[src/rtl/pipeline_hazard_unit_pkg.sv]
// Shared types and constants for the pipeline hazard unit: shadow-entry layout,
// decode read-mask bit positions and the forwarding-select encoding.
package pipeline_hazard_pkg;

   // Shadow entries carry the widest register index supported; narrower
   // instances zero-extend so the struct stays parameter-free.
   localparam int MAX_REG_AW = 8;

   localparam int RD_RX  = 0;
   localparam int RD_RY  = 1;
   localparam int RD_NZ  = 2;
   localparam int RD_MEM = 3;

   localparam int FWD_REGFILE = 0;

   typedef struct packed {
      logic                  valid;
      logic                  wr_reg_en;
      logic [MAX_REG_AW-1:0] wr_reg;
      logic                  wr_nz;
      logic                  wr_mem;
      logic                  is_load;
   } hazard_entry_t;

endpackage

[src/rtl/pipeline_hazard_unit_match.sv]
// Compares one source register index against every shadow entry and reports
// whether any pending writer matches, which one is youngest, and load-use.
module hazard_match #(
   parameter int DEPTH = 3,
   parameter int REG_W = 8,
   parameter int IDX_W = 2
) (
   input  logic [REG_W-1:0]       i_src,
   input  logic [DEPTH-1:0]       i_ent_valid,
   input  logic [DEPTH-1:0]       i_ent_wr_en,
   input  logic [DEPTH*REG_W-1:0] i_ent_wr_reg,
   input  logic                   i_ent0_is_load,
   output logic                   o_hit,
   output logic [IDX_W-1:0]       o_idx,
   output logic                   o_load_use
);

   logic [DEPTH-1:0] w_match;

   for (genvar gi = 0; gi < DEPTH; gi++) begin : g_cmp
      assign w_match[gi] = i_ent_valid[gi] & i_ent_wr_en[gi]
                         & (i_ent_wr_reg[gi*REG_W +: REG_W] == i_src);
   end

   // Scan oldest to youngest so the lowest matching index wins.
   always_comb begin
      o_idx = '0;
      for (int k = DEPTH - 1; k >= 0; k--) begin
         if (w_match[k]) begin
            o_idx = IDX_W'(k);
         end
      end
   end

   assign o_hit      = |w_match;
   assign o_load_use = w_match[0] & i_ent0_is_load;

endmodule

[src/rtl/pipeline_hazard_unit.sv]
// Decode-stage hazard/scoreboard controller with a DEPTH-entry shadow pipeline.
// Define HAZARD_FWD_EN to enable operand forwarding (only load-use stalls).
module pipeline_hazard_unit
   import pipeline_hazard_pkg::*;
#(
   parameter int NUM_REGS = 8,
   parameter int REG_AW   = 3,
   parameter int DEPTH    = 3,
   parameter int CNT_W    = 16,
   localparam int FWD_W   = $clog2(DEPTH + 1)
) (
   input  logic              clk,
   input  logic              reset,
   input  logic              dec_valid,
   input  logic [3:0]        dec_rd_mask,
   input  logic [REG_AW-1:0] dec_rx,
   input  logic [REG_AW-1:0] dec_ry,
   input  logic              dec_wr_reg_en,
   input  logic [REG_AW-1:0] dec_wr_reg,
   input  logic              dec_wr_nz,
   input  logic              dec_wr_mem,
   input  logic              dec_is_load,
   input  logic              br_flush,
   output logic              stall,
   output logic [FWD_W-1:0]  fwd_sel_x,
   output logic [FWD_W-1:0]  fwd_sel_y,
   output logic [CNT_W-1:0]  stall_count
);

   if (REG_AW != $clog2(NUM_REGS) || REG_AW > MAX_REG_AW || DEPTH < 1) begin : g_bad_params
      $error("pipeline_hazard_unit: inconsistent NUM_REGS/REG_AW/DEPTH");
   end

   hazard_entry_t r_entries [DEPTH];
   hazard_entry_t w_entry_in;
   logic [CNT_W-1:0] r_stall_count;

   logic [DEPTH-1:0]            w_valid;
   logic [DEPTH-1:0]            w_wr_en;
   logic [DEPTH-1:0]            w_wr_nz;
   logic [DEPTH-1:0]            w_wr_mem;
   logic [DEPTH-1:0]            w_is_load;
   logic [DEPTH*MAX_REG_AW-1:0] w_wr_reg;

   logic             w_hit_x, w_hit_y;
   logic             w_lu_x, w_lu_y;
   logic [FWD_W-1:0] w_idx_x, w_idx_y;
   logic             w_hz_x, w_hz_y;
   logic             w_nz_hz, w_mem_hz;
   logic             w_reg_stall;
   logic             w_live, w_stall, w_accept;

   for (genvar gi = 0; gi < DEPTH; gi++) begin : g_flat
      assign w_valid[gi]   = r_entries[gi].valid;
      assign w_wr_en[gi]   = r_entries[gi].wr_reg_en;
      assign w_wr_nz[gi]   = r_entries[gi].wr_nz;
      assign w_wr_mem[gi]  = r_entries[gi].wr_mem;
      assign w_is_load[gi] = r_entries[gi].is_load;
      assign w_wr_reg[gi*MAX_REG_AW +: MAX_REG_AW] = r_entries[gi].wr_reg;
   end

   hazard_match #(
      .DEPTH (DEPTH),
      .REG_W (MAX_REG_AW),
      .IDX_W (FWD_W)
   ) u_match_x (
      .i_src          (MAX_REG_AW'(dec_rx)),
      .i_ent_valid    (w_valid),
      .i_ent_wr_en    (w_wr_en),
      .i_ent_wr_reg   (w_wr_reg),
      .i_ent0_is_load (w_is_load[0]),
      .o_hit          (w_hit_x),
      .o_idx          (w_idx_x),
      .o_load_use     (w_lu_x)
   );

   hazard_match #(
      .DEPTH (DEPTH),
      .REG_W (MAX_REG_AW),
      .IDX_W (FWD_W)
   ) u_match_y (
      .i_src          (MAX_REG_AW'(dec_ry)),
      .i_ent_valid    (w_valid),
      .i_ent_wr_en    (w_wr_en),
      .i_ent_wr_reg   (w_wr_reg),
      .i_ent0_is_load (w_is_load[0]),
      .o_hit          (w_hit_y),
      .o_idx          (w_idx_y),
      .o_load_use     (w_lu_y)
   );

   assign w_hz_x   = dec_rd_mask[RD_RX] & w_hit_x;
   assign w_hz_y   = dec_rd_mask[RD_RY] & w_hit_y;
   // NZ and memory have no forwarding path and no address compare: any writer stalls.
   assign w_nz_hz  = dec_rd_mask[RD_NZ]  & (|(w_valid & w_wr_nz));
   assign w_mem_hz = dec_rd_mask[RD_MEM] & (|(w_valid & w_wr_mem));

`ifdef HAZARD_FWD_EN
   assign w_reg_stall = (w_hz_x & w_lu_x) | (w_hz_y & w_lu_y);
`else
   assign w_reg_stall = w_hz_x | w_hz_y;
`endif

   assign w_live   = dec_valid & ~br_flush;
   assign w_stall  = w_live & (w_reg_stall | w_nz_hz | w_mem_hz);
   assign w_accept = w_live & ~w_stall;

   always_comb begin
      w_entry_in = '0;
      if (w_accept) begin
         w_entry_in.valid     = 1'b1;
         w_entry_in.wr_reg_en = dec_wr_reg_en;
         w_entry_in.wr_reg    = MAX_REG_AW'(dec_wr_reg);
         w_entry_in.wr_nz     = dec_wr_nz;
         w_entry_in.wr_mem    = dec_wr_mem;
         w_entry_in.is_load   = dec_is_load;
      end
   end

   always_ff @(posedge clk) begin
      if (reset) begin
         for (int k = 0; k < DEPTH; k++) begin
            r_entries[k] <= '0;
         end
      end else begin
         r_entries[0] <= w_entry_in;
         for (int k = 1; k < DEPTH; k++) begin
            r_entries[k] <= r_entries[k-1];
         end
      end
   end

   always_ff @(posedge clk) begin
      if (reset) begin
         r_stall_count <= '0;
      end else if (w_stall && (r_stall_count != {CNT_W{1'b1}})) begin
         r_stall_count <= r_stall_count + CNT_W'(1);
      end
   end

`ifdef HAZARD_FWD_EN
   // Forward only on the cycle the consumer actually issues.
   always_comb begin
      fwd_sel_x = FWD_W'(FWD_REGFILE);
      fwd_sel_y = FWD_W'(FWD_REGFILE);
      if (w_accept && w_hz_x) begin
         fwd_sel_x = w_idx_x + FWD_W'(1);
      end
      if (w_accept && w_hz_y) begin
         fwd_sel_y = w_idx_y + FWD_W'(1);
      end
   end

   logic w_unused_bits;
   assign w_unused_bits = ^w_is_load;
`else
   assign fwd_sel_x = FWD_W'(FWD_REGFILE);
   assign fwd_sel_y = FWD_W'(FWD_REGFILE);

   logic w_unused_bits;
   assign w_unused_bits = ^{w_is_load, w_idx_x, w_idx_y, w_lu_x, w_lu_y};
`endif

   assign stall       = w_stall;
   assign stall_count = r_stall_count;

endmodule

[config.mk]
export PLATFORM = sky130hd
export DESIGN_NAME = pipeline_hazard_unit
export DESIGN_NICKNAME = d
export VERILOG_FILES = /design/src/rtl/pipeline_hazard_unit_pkg.sv /design/src/rtl/pipeline_hazard_unit_match.sv /design/src/rtl/pipeline_hazard_unit.sv
export SDC_FILE = /design/constraint.sdc
export NUM_CORES = 1
export LEC_CHECK = 0
export ABC_AREA = 1
export ABC_CLOCK_PERIOD_IN_PS = 1400
export BUFFER_PORTS_ARGS = -buffer_cell sky130_fd_sc_hd__buf_2
export CAP_MARGIN = 25
export CELL_PAD_IN_SITES_DETAIL_PLACEMENT = 1
export CELL_PAD_IN_SITES_GLOBAL_PLACEMENT = 1
export CORE_ASPECT_RATIO = 0.75
export CORE_UTILIZATION = 33
export CTS_CLUSTER_SIZE = 28
export DETAILED_ROUTE_END_ITERATION = 8
export HOLD_SLACK_MARGIN = 0.12
export PLACE_DENSITY_LB_ADDON = 0.1
export SLEW_MARGIN = 20
export SYNTH_ARGS = -nofsm -noshare
export SYNTH_HDL_FRONTEND = slang
export SYNTH_SLANG_ARGS = --single-unit
[constraint.sdc]
create_clock -name clk -period 1.4 [get_ports clk]
set_input_delay 0.14 -clock clk [delete_from_list [all_inputs] [get_ports clk]]
set_output_delay 0.14 -clock clk [all_outputs]
set_load 0.01 [all_outputs]
## After elaboration in Yosys (flattened, before gate mapping)

Memories as Yosys holds them, arrays and structs flattened.
Cells that the tools add are included.

| cells by class | value |
|---|---|
| add/sub/neg operators | 1 |
| equality and inequality tests | 7 |
| muxes and demuxes | 7 |
| bitwise gates (word level) | 26 |
| reduce and logical (&&, ||, !) cells | 5 |

Operators by type and width:

| cell | number |
|---|---|
| 13-bit two-way mux | 4 |
| 8-bit by 3-bit == test with 1-bit output | 6 |
| 16-bit by 1-bit adder with 16-bit output (second input constant) | 1 |
| 1-bit bitwise AND | 16 |
| 16-bit != test (second input constant) | 1 |
| 3-bit OR reduction | 4 |
| 3-bit bitwise AND | 2 |
| 1-bit OR | 6 |
| 1-bit two-way mux | 3 |
| 1-bit NOT | 2 |
| 1-bit logical AND | 1 |

| word-level totals | value |
|---|---|
| register bits | 16 |
| memory bits (writable) | 39 |
| input port bits | 21 |
| output and inout bits | 21 |
| logic and storage cells | 48 |
| memories kept | 1 |

Memories:

| memory | depth | bits a word | rd ports | clocked after memory_dff | wr ports | RTL line | RTL |
|---|---|---|---|---|---|---|---|
| r_entries | 3 | 13 | 3 | 0 | 3 | pipeline_hazard_unit.sv:34 | `hazard_entry_t r_entries [DEPTH];` |

## Logic depth before layout (Yosys ltp)

Gate-level depths: netlist of run 1.
An unclocked memory read counts as a cell.

| logic depth | value |
|---|---|
| depth after elaboration | 13 |
| depth in mapped cells | 13 |
| depth with buffers taken out | 12 |

## Hierarchy

A second synthesis of run 1 with hierarchy kept.

| unflattened totals | value |
|---|---|
| cell total of the unflattened synthesis | 447 |
| area total of the unflattened synthesis | 2675.1 um^2 |

By module, submodules not included:

| module | times used | cells each | area an instance (um^2) | seq. area each (um^2) |
|---|---|---|---|---|
| pipeline_hazard_unit | 1 | 251 | 1791.7 | 760.7 |
| hazard_match | 2 | 98 | 441.7 | 0.0 |

## Worst setup path before layout of run 1

OpenSTA, ideal clock, no wires.

| timing | value |
|---|---|
| path type | flip-flop to flip-flop |
| start point | register r_stall_count[0], in the netlist stall_count[0] |
| end point | register r_stall_count[6], in the netlist stall_count[6] |
| setup time | 0.110 ns |
| arrival time | 1.432 ns |
| data required time | 1.290 ns |
| setup slack | -0.142 ns |
| cell stages (with the launch flop) | 13 |
| buffers on the path | 0 |
| period minus slack after synthesis | 1.542 ns |
| cell sequence | dfxtp_1 > ha_1 > nand2_1 > inv_1 > nand3_1 > nor2_2 > nand3_2 > clkinv_1 > nor2_1 > nand3_1 > nand2_1 > inv_1 > nor2_1 |

| between the ends | value |
|---|---|
| word-level cells in the longest chain between the ends | 2 |
| elaborated cells between the ends (all ways) | 3 |

Ends and longest elaborated chain:

| item | RTL line | RTL |
|---|---|---|
| start, declared | pipeline_hazard_unit.sv:36 | `logic [CNT_W-1:0] r_stall_count;` |
| start signal, assigned | pipeline_hazard_unit.sv:137 | `r_stall_count <= r_stall_count + CNT_W'(1);` |
| branches (longest 2 deep; another with 16-bit by 1-bit adder with 16-bit output) | - |  |

Parallel ways; which one is timed is not known.
A chain may end at the register's enable or synchronous reset.

==> results of run 1 <==
[flip-flops by register name, summed over array words and instances (netlist names)]
| signal | cells |
|---|---|
| r_entries | 21 |
| stall_count | 16 |
[report_power, final]
part,internal (mW),switching [mW],total (mW),leakage (nW)
Sequential,1.06,0.0105,1.07,0.309
Clock,0.462,0.438,0.900,0.0525
Combinational,0.0918,0.123,0.215,1.20
[cell usage after synthesis (all sizes together) (2+ instances only)]
cell type	count
dfxtp	37
nand4	17
inv	81
clkbuf	5
nand3	27
a21oi	2
nand2	104
nor2	68
o211ai	2
xnor2	2
buf	8
[worst paths after layout]
kind,end,depth (start not counted)
max,stall,12
max reg2reg,stall_count[12],14
min reg2reg,r_entries[0][15],2
min,stall_count[12],5
[metal layers]
layer  vias up  track usage  part of all wire  wire length (µm)
met1      1064        0.301              0.50              3320
li1       1221            -                 -                 -
met4         0       0.0404            0.0047                31
met5         -            0                 0                 0
met2        48        0.345              0.44              2900
met3         4       0.0393             0.050               330
[timing repair]
action / 4_1_cts / 5_1_grt
hold buffers: 7 / 0
endpoints found under the setup margin: 24 / 25
resized for setup: 33 / 28
cloned: 2 / 0
hold endpoints to repair: 11 / 0
setup buffers: 15 / 1
pin swaps: 9 / 15
[layout make-up]
cell class / count / share of cell area
sequential: 37 / 0.250
inverter: 82 / 0.102
tap: 78 / 0.0316
clock buffer: 6 / 0.0304
clock inverter: 2 / 0.00526
multi-input combinational: 229 / 0.369
timing repair buffer: 86 / 0.212
[cell usage in the layout (no fill, tap or decap), types with 4 or more instances in the layout]
master / count
sky130_fd_sc_hd__buf_2: 35
sky130_fd_sc_hd__buf_4: 38
sky130_fd_sc_hd__clkbuf_8: 5
sky130_fd_sc_hd__conb_1: 4
sky130_fd_sc_hd__dfxtp_1: 20
sky130_fd_sc_hd__dfxtp_2: 13
sky130_fd_sc_hd__dfxtp_4: 4
sky130_fd_sc_hd__dlygate4sd3_1: 7
sky130_fd_sc_hd__inv_1: 66
sky130_fd_sc_hd__inv_2: 14
sky130_fd_sc_hd__nand2_1: 88
sky130_fd_sc_hd__nand2_2: 16
sky130_fd_sc_hd__nand3_1: 19
sky130_fd_sc_hd__nand3_2: 5
sky130_fd_sc_hd__nand4_1: 17
sky130_fd_sc_hd__nor2_1: 54
sky130_fd_sc_hd__nor2_2: 11
[through the flow]
stage	hold slack [ns]	power, mW
after floorplan	0.252	1.20
after global placement	0.353	1.26
after detailed placement	0.361	1.27
after CTS	0.314	2.21
after global routing	0.381	2.27
final	0.354	2.18
[cell families (layout without fill, tap and decap cells)]
group	Yosys count	after routing	share of synthesized area
flops	37	37	0.348
fa+ha+maj	1	1	0.00588
other cells	1	4	0.00176
compound gates	5	5	0.0141
buf+inv	95	176	0.182
xor+xnor	2	2	0.00824
simple gates	217	217	0.439
[worst max-delay path: cells and delay by family (launching register included)]
family / cells / cell delay [ns]
DFF: 1 / 0.37
buffers and inverters: 4 / 0.33
and+or+nand+nor: 8 / 0.56
==> impl_summary.md, run 1 <==
Clock tree
The maximum count of clock buffers along a single path is 2. The H-tree was split into 2 levels. Clock-pin slew was measured on the worst setup and hold paths at about 0.080 ns. The number of sinks on the clock net is 37. The total CTS buffers is 5. Clock tree synthesis selected as its root buffer the cell sky130_fd_sc_hd__clkbuf_8. The clock latency at the later pin of the worst-skew pair is 0.29 ns. TritonCTS built the clock tree.

Die
The core region area is 6010 µm². The overall die area is 6770 µm². The boundary pin count is 42. The effective utilization at floorplan is 0.354. The floorplan has 24 rows. In this run the vertical extent of the chip is between 70 and 80 µm. The die is 94.7 µm wide.

Setup path
Across all register-to-register paths, the minimum setup slack is -0.28 ns. For this design, the slowest cell found on the critical path is sky130_fd_sc_hd__dfxtp_4. The critical-path maximum fanout is 4. The critical path launch point is r_entries[0][4]. The worst setup path is captured at a primary output. Data on the critical path arrives at its endpoint at 1.56 ns.

The most common cell type on the critical path is sky130_fd_sc_hd__nand2_2. The required time at the endpoint of the critical path is 1.26 ns. In this design, the stage delay of the slowest critical-path cell is 0.37 ns. By startpoint and endpoint, the worst setup path is classified as flop to primary output.

The signal on the critical path passes through inv_2, nand2_1, nand2_1, nor2_4, nand2_2, nand3_2, nand2_2, nand3_4, buf_12, nand2_2, inv_2, buf_6. The nature of the critical path startpoint is a flop. The startpoint identified for the worst register-to-register timing path is r_entries[0][4].

Placed design
Timing analysis after detailed placement gives a worst setup slack of -0.225 ns. The cell area reported after detailed placement is 2650 µm². The congestion estimate from routability-driven global placement came to about 0.8. The count of buffers added on input and output ports is 36.

In this run, placement finished with an instance count of roughly 490. The HPWL reported at the end of detailed placement is 4650 µm.

Outcome
The run finished, with violations left. The checks that failed: setup timing.

Final layout
The number of nets in the finished design is between 400 and 500. The utilization after layout is 0.515. The area of the multi-input gates is around 1100 µm². Summing all flip-flop and latch instances after layout gives 772 µm².

The final cell count without fillers is 520. The antenna diode count is 0. The share of layout cells above drive strength 1 is 0.364.

Compared with the post-synthesis result, the final layout area differs by 45.4%. Summing all non-filler instances in the final layout gives an area of 3090 µm². Counting the fill cells in the layout gives 822.

Routing
The first detailed-routing pass ran for 4 iterations. After detailed routing, the average wire length per cell comes to 12.7 µm. The number of design rule violations left after detail routing is 0. The total number of vias is 2337. The total length of routed wires is between 6000 and 7000 µm. The number of nets with antenna violations after detailed routing is 0.

Using the TritonRoute via totals, the vias-per-cell ratio works out to 4.49. In this run, the number of DRC markers left after iteration 0 of detailed routing was 69.

Synthesis
Summing every instance area after synthesis gives roughly 2100 µm². After synthesis, the cell types taking the most area are sky130_fd_sc_hd__dfxtp_1, sky130_fd_sc_hd__nand2_1, sky130_fd_sc_hd__inv_1. The area share of the leading cell type in the synthesized netlist is 0.348.

Counting flops with an async set or reset pin after synthesis yields a share of 0. Synthesis inferred 37 register bits. Of the synthesized area, sequential elements account for 0.348. The number of flops mapped to enable cells by yosys is 0.

The largest total area in the synthesized netlist belongs to sky130_fd_sc_hd__dfxtp_1. The warning count from the yosys run is 0. In this run, distinct cell masters in the synthesized netlist total 23.

In the synthesized netlist the dominant register cell turns out to be sky130_fd_sc_hd__dfxtp_1. The instance count of the mapped netlist is 358. Averaged over all synthesized cells, the footprint is 5.94 µm².

GRT
The number of global-route vias before repair came to 2383. The number of antenna violations at the first check in global routing is 0. Entering global routing, the biggest net connects 32 pins.

The combined global-route utilization of all metal layers is 0.215. The remaining global-route overflow is 0. The first global-routing pass estimated 11200 µm of wire.

Min path
The class of the tightest hold or removal check is input port to flop. The startpoint identified for the worst hold timing path is br_flush.

Timing
The final clock period utilization by the worst path is 1.22. The count of endpoints failing setup in the final report is 24. At the pin with the least slew margin, the transition time is 0.581 ns. The count of pins over their slew limit is 0.

Timing would allow up to 587 MHz. Measured against its own limit, the worst slew margin works out to 0.612. In the post-route analysis, the smallest setup slack over all paths is -0.304 ns. The number of endpoints with negative hold slack in the final report is 0. Between clock sinks in the finished design, the worst skew comes to about 0.0057 ns.

Subtracting the final worst setup slack from the clock period gives 1.70 ns. Setup repair after global routing could not meet its margin everywhere. In the final timing run, aggregate negative setup slack is -4.56 ns.

Power and ir drop
The static leakage is 1.56 nW. The highest ir drop seen on vdd is 0.000403 V. The areal power density over the cells is 706 nW/µm².

Job
The tool flagged a number of max-cap violations equal to 0.
(Power assumes the default switching activity.)
==> inputs of run 2 (changes only) <==
--- a/config.mk
+++ b/config.mk
@@ -12,12 +12,14 @@
 export CELL_PAD_IN_SITES_DETAIL_PLACEMENT = 1
 export CELL_PAD_IN_SITES_GLOBAL_PLACEMENT = 1
 export CORE_ASPECT_RATIO = 0.75
-export CORE_UTILIZATION = 33
+export CORE_UTILIZATION = 35
 export CTS_CLUSTER_SIZE = 28
 export DETAILED_ROUTE_END_ITERATION = 8
 export HOLD_SLACK_MARGIN = 0.12
 export PLACE_DENSITY_LB_ADDON = 0.1
+export SETUP_SLACK_MARGIN = 0.4
 export SLEW_MARGIN = 20
 export SYNTH_ARGS = -nofsm -noshare
 export SYNTH_HDL_FRONTEND = slang
+export SYNTH_HIERARCHICAL = 1
 export SYNTH_SLANG_ARGS = --single-unit
==> run 2 against run 1 <==
  * The run still ends with setup timing left
  * Critical path type unchanged
  * Register-to-register slack worse by 0.24 ns
  * Worst setup slack worse by 0.26 ns
  * Clock power up 10%
  * Critical endpoint unchanged
==> impl_summary.md, run 2 <==
Outcome
The flow ran to the end, but the final reports show violations. The final reports fail on setup timing.

Timing
The setup clock skew after layout is 0.00787 ns. The count of endpoints failing setup in the final report is 24. Static timing analysis puts the maximum clock frequency at 509 MHz. The final hold slack is 0.340 ns. The count of pins over their slew limit came to 0. Setup repair after global routing could not meet its margin everywhere. The final-layout setup total negative slack is -11.76 ns.

Across all setup checks in the final design, the least slack found is -0.566 ns. Counting I/O delays and the setup requirement, the final critical path takes 1.97 ns. The final clock period utilization by the worst path is 1.40. The number of endpoints with negative hold slack in the final report is 0.

Die
The effective utilization at floorplan is 0.372. The die is ~77 µm tall. The die is 102 µm wide.

The die covers 7790 µm². 42 I/O pins were placed. The floorplan has 26 rows. In this run the standard cell core region covers ~7000 µm².

Clock tree
The CTS clock-pin slew for the worst setup and hold paths is 0.09 ns. The clock latency at the later pin of the worst-skew pair is 0.30 ns. The CTS tree is yes. The number of sinks on the clock net is 37. The total CTS buffers is 5. The root buffer cell chosen for the clock tree is sky130_fd_sc_hd__clkbuf_8. The maximum count of clock buffers along a single path is 2.

The H-tree depth reported by CTS is 2.

Power and ir drop
The areal power density over the cells is ~600 nW/µm². The overall power after layout is 2.41 mW. Of the total power, registers draw 0.442. The logic gate share of total power is 0.146. Across the VDD grid, the largest voltage drop is 0.000437 V. The static leakage is 1.89 nW. For this design the total switching power over the nets is 686 µW.

Internal power comes to about 1.7 mW. Of the total power, the share spent switching nets is 0.285. The portion of total power attributed to the clock network is 0.412.

Routing
The number of design rule violations left after detail routing is 0. The first detailed-routing pass ran for 4 iterations. Summed over all layers, the routed wires come to 8950 µm.

The number of nets with antenna violations after detailed routing is 0. The via-per-instance ratio is around 4.4. The violation count after the first detailed-route iteration is 72. Detailed routing inserted a total of 3038 vias. After detailed routing, the average wire length per cell comes to approximately 13 µm.

Final layout
The library cells used most frequently in the layout, excluding fill and tap cells, are sky130_fd_sc_hd__nand2_1, sky130_fd_sc_hd__conb_1, sky130_fd_sc_hd__nor2_1. The area added between synthesis and finish is 54.0%. The number of nets in the finished design is a little over 600.

The repair_antennas step left the layout with diodes totalling 0. The most common cell after layout, fill and taps aside is sky130_fd_sc_hd__nand2_1. With fillers left out, the area of the finished cells amounts to ~4000 µm². The number of filler instances in the final layout is slightly below 1000. Ranked by flip-flop count, first place goes to r_entries.

The register with the most flip-flops in the layout has 21 of them. In the final layout, the share of cells above drive strength 1 is 0.315.

Setup path
The signal on the critical path passes through nand2_1, a21oi_2, nand3_1, nor2_1, nand3_1, nand3_1, nand2_1, nand2_2, inv_2, nand3_4, buf_12, nand2_8, inv_4, buf_6. On the critical path, the stage with the largest delay is an instance of sky130_fd_sc_hd__dfxtp_2. The kind of end point of the critical path is a primary output. Of all nets on the critical path, the largest fanout is 3. Data on the critical path arrives at its endpoint at 1.83 ns. The endpoint identified for the worst register-to-register timing path is stall_count[6].

STA puts the critical path data required time at 1.26 ns. In this run the register-to-register setup slack is -0.52 ns. The maximum cell stage delay along the critical path is 0.36 ns. By startpoint and endpoint, the worst setup path is classified as flop to primary output. The startpoint identified for the worst register-to-register timing path is r_entries[0][38]. The cell that appears most often on the critical path is sky130_fd_sc_hd__nand3_1. The depth of the most critical reg-to-reg path is 15. The number of buffers and inverters on the critical path is 4. The dominant delay contributor by cell family on the critical path is simple AND/OR/NAND/NOR gates. The worst setup path is launched from a flop.

GRT
The largest net degree at the start of global routing is 22. The wire length of the first global-routing pass is ~15000 µm. The remaining global-route overflow is 0. The number of global-route vias before repair is 3181. The number of antenna violations at the first check in global routing was 0. For this run, the total global-route usage over all layers was measured as 0.245.

Min path
Along the worst hold path, the cell count comes to 5. The path with the worst hold slack has its endpoint at r_entries[0][12]. The worst hold path begins at reset. The worst hold path belongs to the class input port to flop.

Job
Max-cap violations in this run came to 0.

Placed design
The setup slack after placement is -0.449 ns. Routability-driven placement finished with a final weighted congestion of 0.776. The HPWL reported at the end of detailed placement is 6040 µm. The quantity of I/O buffers inserted on ports is 36. The placed instances occupy a cell area of 3470 µm².

Synthesis
The instance count of the mapped netlist is around 430. Averaged over all synthesized cells, the footprint is 6.02 µm². The post-synth design cell area is 2600 µm².

The warning count from the yosys run is 6.
==> run 2: through the flow <==
| stage | std cells | utilization |
|---|---|---|
| finish | 698 | 0.573 |
| global route | 698 | 0.573 |
| CTS | 695 | 0.559 |
| detailed placement | 675 | 0.496 |
| global placement | 675 | 0.496 |
| floorplan | 519 | - |
==> run 2: area by class of cell <==
cell class	instances	area [µm²]	area share
repair buffers	82	707	0.176
clock buffers	6	72.6	0.0181
inverters	77	292	0.0727
well taps	98	123	0.0306
multi-input cells	396	1980	0.495
flip-flops and latches	37	792	0.198
clock inverters	2	38.8	0.00968
==> run 2: worst max-delay path by stage <==
| stage | depth (start not counted) | from | endpoint |
|---|---|---|---|
| 6_report | 14 | r_entries[0][38] | stall |
| 5_1_grt | 14 | r_entries[0][38] | stall |
| 4_1_cts | 15 | r_entries[0][17] | stall |
| 3_5_place_dp | 14 | r_entries[0][11] | stall_count[1] |
| 3_3_place_gp | 14 | r_entries[0][11] | stall_count[0] |
| 2_1_floorplan | 17 | r_entries[0][16] | stall_count[13] |
==> run 2: tightest hold or removal path: stages <==
cell and delay (ns):
sky130_fd_sc_hd__buf_2 0.15, sky130_fd_sc_hd__nor2_2 0.06, sky130_fd_sc_hd__nand2_1 0.09, sky130_fd_sc_hd__buf_12 0.13, sky130_fd_sc_hd__inv_1 0.03
==> run 2: power by group through the flow <==
stage	registers (mW)	logic, mW	clock network (mW)
after global placement	1.10	0.281	0
after floorplan	1.10	0.210	0
after global routing	1.07	0.402	1.06
after CTS	1.07	0.309	0.982
final	1.06	0.352	0.994
after detailed placement	1.10	0.286	0
==> run 2: per-layer routing <==
layer,global-route usage,up-vias,part of all wire
met3,0.0392,14,0.038
met2,0.432,63,0.50
met1,0.306,1425,0.45
met4,0.0652,0,0.015
met5,0,-,0
li1,-,1536,-
==> run 2: timing repair <==
action                     4_1_cts  5_1_grt
hold buffers                     7        0
setup endpoints to repair       37       39
setup buffers                    4        3
resized for setup               63       29
hold endpoints to repair         7        0
pin swaps                       22       14
gates cloned                     1        0
==> inputs of run 3 (changes only) <==
--- a/config.mk
+++ b/config.mk
@@ -8,11 +8,11 @@
 export ABC_AREA = 1
 export ABC_CLOCK_PERIOD_IN_PS = 1400
 export BUFFER_PORTS_ARGS = -buffer_cell sky130_fd_sc_hd__buf_2
-export CAP_MARGIN = 25
 export CELL_PAD_IN_SITES_DETAIL_PLACEMENT = 1
 export CELL_PAD_IN_SITES_GLOBAL_PLACEMENT = 1
 export CORE_ASPECT_RATIO = 0.75
-export CORE_UTILIZATION = 35
+export CORE_UTILIZATION = 33
+export CTS_BUF_LIST = sky130_fd_sc_hd__clkbuf_16
 export CTS_CLUSTER_SIZE = 28
 export DETAILED_ROUTE_END_ITERATION = 8
 export HOLD_SLACK_MARGIN = 0.12
@@ -21,5 +21,4 @@
 export SLEW_MARGIN = 20
 export SYNTH_ARGS = -nofsm -noshare
 export SYNTH_HDL_FRONTEND = slang
-export SYNTH_HIERARCHICAL = 1
 export SYNTH_SLANG_ARGS = --single-unit
==> run 3 against run 2 <==
  * The flow still finishes with violations (setup timing)
  * Sequential share of layout area rose by 3.7 points
  * Routed wire length is 19% lower
  * Critical path depth fell by 2
  * Global-route usage shrank 2.6 points
  * Utilization down 0.84 points
  * Non-clock buffer count rose by 10
  * Maximum frequency grew 18%
  * Critical endpoint unchanged
  * Largest cell class unchanged
  * Largest power group is now the clock network
==> impl_summary.md, run 3 (synthesized netlist as in run 1, its figures left out) <==
Die
The boundary pin count is 42. The width of the die is 94.7 µm. The effective utilization at floorplan is 0.354. The overall die area is 6770 µm². The floorplan die height is 71.5 µm. The region available for standard cell placement spans between 6000 and 7000 µm². The floorplan has 24 rows.

Power and ir drop
Dividing total power by cell area gives a power density of between 700 and 800 nW/µm². The highest ir drop seen on vdd is 0.000438 V. Of the total power, combinational logic draws 0.084. Summed over all cells, the static leakage comes to 1.69 nW. Of the total power, the share spent switching nets is 0.241. The sequential group share of total power is 0.424. Internal power comes to 1.90 mW. The portion of total power attributed to the clock network is 0.493.

The overall power after layout is 2.51 mW. The net switching component of the power is just over 600 µW.

Final layout
The register with the most flip-flops is r_entries. The antenna diode count is 0. The area growth from synthesis to layout is 59.6%. Once layout is complete, the utilization of the core stands at 0.565. The share of layout cells above drive strength 1 is 0.413. The number of nets in the finished design is 469. In the layout the commonest cells are sky130_fd_sc_hd__nand2_1, sky130_fd_sc_hd__inv_1, sky130_fd_sc_hd__nor2_1.

The number of flip-flops under the largest register name is 21. Leaving out fill and tap cells, the most frequent cell in the layout is sky130_fd_sc_hd__nand2_1. The final design instance area without fill is 3390 µm².

Timing
The number of endpoints with negative hold slack in the final report was 0. The count of pins over their slew limit was 0. For the final database, setup skew stands at 0.00826 ns. The count of endpoints failing setup in the final report is 24. Based on the critical path, the design can be clocked at up to between 500 and 600 MHz. Setup slack on the critical path of the routed design comes to -0.270 ns.

The time the final worst path needs with I/O delays and setup is 1.67 ns. The final clock period utilization by the worst path is 1.19. The actual slew at the worst max-slew pin is 0.616 ns. The final-layout setup total negative slack is -4.15 ns.

The worst slew slack as a fraction of its limit is 0.589. Setup repair after global routing could not meet its margin everywhere.

Placed design
At the placement stage, the worst setup path has a slack of -0.150 ns. The weighted congestion at the end of routability-driven global placement is 0.775. The cell area reported after detailed placement is 2700 µm². The count of buffers added on input and output ports is 36.

The HPWL after detailed placement is about 4600 µm.

Routing
Dividing the detail-routed via count by the number of cells gives 4.60. The average wire per cell in the routed design is 13.9 µm. The violation count after the first detailed-route iteration is 73. The total number of vias is 2418. For this run, the detailed router's first-pass iteration total came to 4. The number of design rule violations left after detail routing is 0. In this run the remaining antenna-violating nets after routing total 0. The total length of routed wires is 7290 µm.

Min path
The capture endpoint of the worst hold path is r_entries[0][30]. In this run the most critical hold path is launched from reset. Counting instances, the worst hold path has a depth of 3. The path class of the tightest hold or removal check is input port to flop.

Clock tree
No sink is reached through more buffers than the 2 on the longest clock path. The clock latency at the later pin of the worst-skew pair is 0.28 ns. The number of clock buffers added by TritonCTS is 5. The number of sinks on the clock net is 37. The H-tree depth reported by CTS is 2. Clock-pin slew was measured on the worst setup and hold paths at 0.06 ns. The CTS root buffer is sky130_fd_sc_hd__clkbuf_16. The CTS tree is yes.

GRT
For this run, the total global-route usage over all layers was measured as 0.219. The largest net degree at the start of global routing is 32. The remaining global-route overflow is 0. The number of antenna violations at the first check in global routing is 0. The number of global-route vias before repair is 2398. The first global-routing pass estimated 11300 µm of wire.

Setup path
The capture instance of the worst register-to-register path is stall_count[8]. The highest-delay cell along the critical path is sky130_fd_sc_hd__dfxtp_4. STA classifies the critical path startpoint as a flop.

The required time at the endpoint of the critical path is about 1.3 ns. The beginning of the worst register-to-register path is stall_count[0]. The most numerous cell type found on the critical path is sky130_fd_sc_hd__nand2_2. The number of cells on the worst reg-to-reg path is 13. STA classifies the critical path endpoint as a primary output. The worst setup path is of the flop to primary output kind.

The critical path data arrival time is 1.53 ns. The register-to-register setup slack is -0.21 ns. The number of buffers and inverters on the critical path is 4. On the worst path, the slowest cell contributes a delay of 0.37 ns. Traced cell by cell, the critical path runs through inv_2, nand2_2, nand2_2, nor2_2, nand2_1, nand3_2, nand2_2, nand3_4, buf_6, nand2_4, inv_2, buf_6. The critical path launch point is r_entries[0][4].

In this design, the largest share of critical-path delay is due to simple AND/OR/NAND/NOR gates. In this run the worst path has a maximum fanout of 4.

Job
The count of maximum capacitance violations is 0.

Outcome
The flow ran to the end, but the final reports show violations. The final reports fail on setup timing.
[run 3: cell types whose count changed in the layout (fill, tap and decap cells not counted), moves of 7 or more]
| cell | delta |
|---|---|
| sky130_fd_sc_hd__a21oi_2 | -9 |
| sky130_fd_sc_hd__buf_6 | +8 |
| sky130_fd_sc_hd__clkbuf_16 | +7 |
| sky130_fd_sc_hd__conb_1 | -84 |
| sky130_fd_sc_hd__nand2_1 | -29 |
| sky130_fd_sc_hd__nand2_2 | -16 |
| sky130_fd_sc_hd__nor2_1 | -8 |
| sky130_fd_sc_hd__xor2_1 | -13 |
[run 3: per-layer routing]
| metal | vias to the layer above | GRT usage | routed length, µm |
|---|---|---|---|
| met3 | 9 | 0.0393 | 211 |
| li1 | 1237 | - | - |
| met4 | 0 | 0.0522 | 74 |
| met1 | 1131 | 0.293 | 3500 |
| met2 | 41 | 0.365 | 3510 |
| met5 | - | 0 | 0 |
[run 3: tightest hold or removal path, cell delays in order]
cell and delay [ns]:
sky130_fd_sc_hd__buf_2 0.09, sky130_fd_sc_hd__buf_4 0.21, sky130_fd_sc_hd__nor2_1 0.07
[run 3: worst max path at each step]
| stage | endpoint | slack, ns | depth (start not counted) |
|---|---|---|---|
| after floorplan | stall_count[3] | 0.02 | 12 |
| after global placement | stall_count[8] | -0.12 | 13 |
| after detailed placement | stall_count[8] | -0.15 | 13 |
| after CTS | stall | -0.23 | 12 |
| after global routing | stall | -0.35 | 12 |
| final | stall | -0.27 | 12 |
[run 3: timing repair]
item,CTS,global route
endpoints found under the setup margin,38,37
gates resized for setup,57,37
hold endpoints to repair,6,0
cloned,0,1
pin swaps,14,23
hold buffers,6,0
setup buffers,7,9
[run 3: through the flow]
step | hold WS [ns] | std cells
3_5_place_dp | 0.354 | 495
2_1_floorplan | 0.245 | 361
5_1_grt | 0.293 | 526
3_3_place_gp | 0.352 | 495
6_report | 0.266 | 526
4_1_cts | 0.260 | 516
[run 3: layout make-up]
class / instances / area (µm²)
Clock inverter: 2 / 10.0
Timing Repair Buffer: 92 / 837
Clock buffer: 6 / 150
Inverter: 82 / 315
Multi-Input combinational cell: 229 / 1180
Tap cell: 78 / 97.6
Sequential cell: 37 / 797
Fill cell: 796 / 2610
[run 3: power groups by stage]
stage                     registers (mW)  logic, mW  clock network (mW)
after floorplan                     1.09      0.107                   0
after global placement              1.09      0.168                   0
after detailed placement            1.09      0.172                   0
after CTS                           1.07      0.195                1.25
after global routing                1.06      0.233                1.30
final                               1.06      0.209                1.24
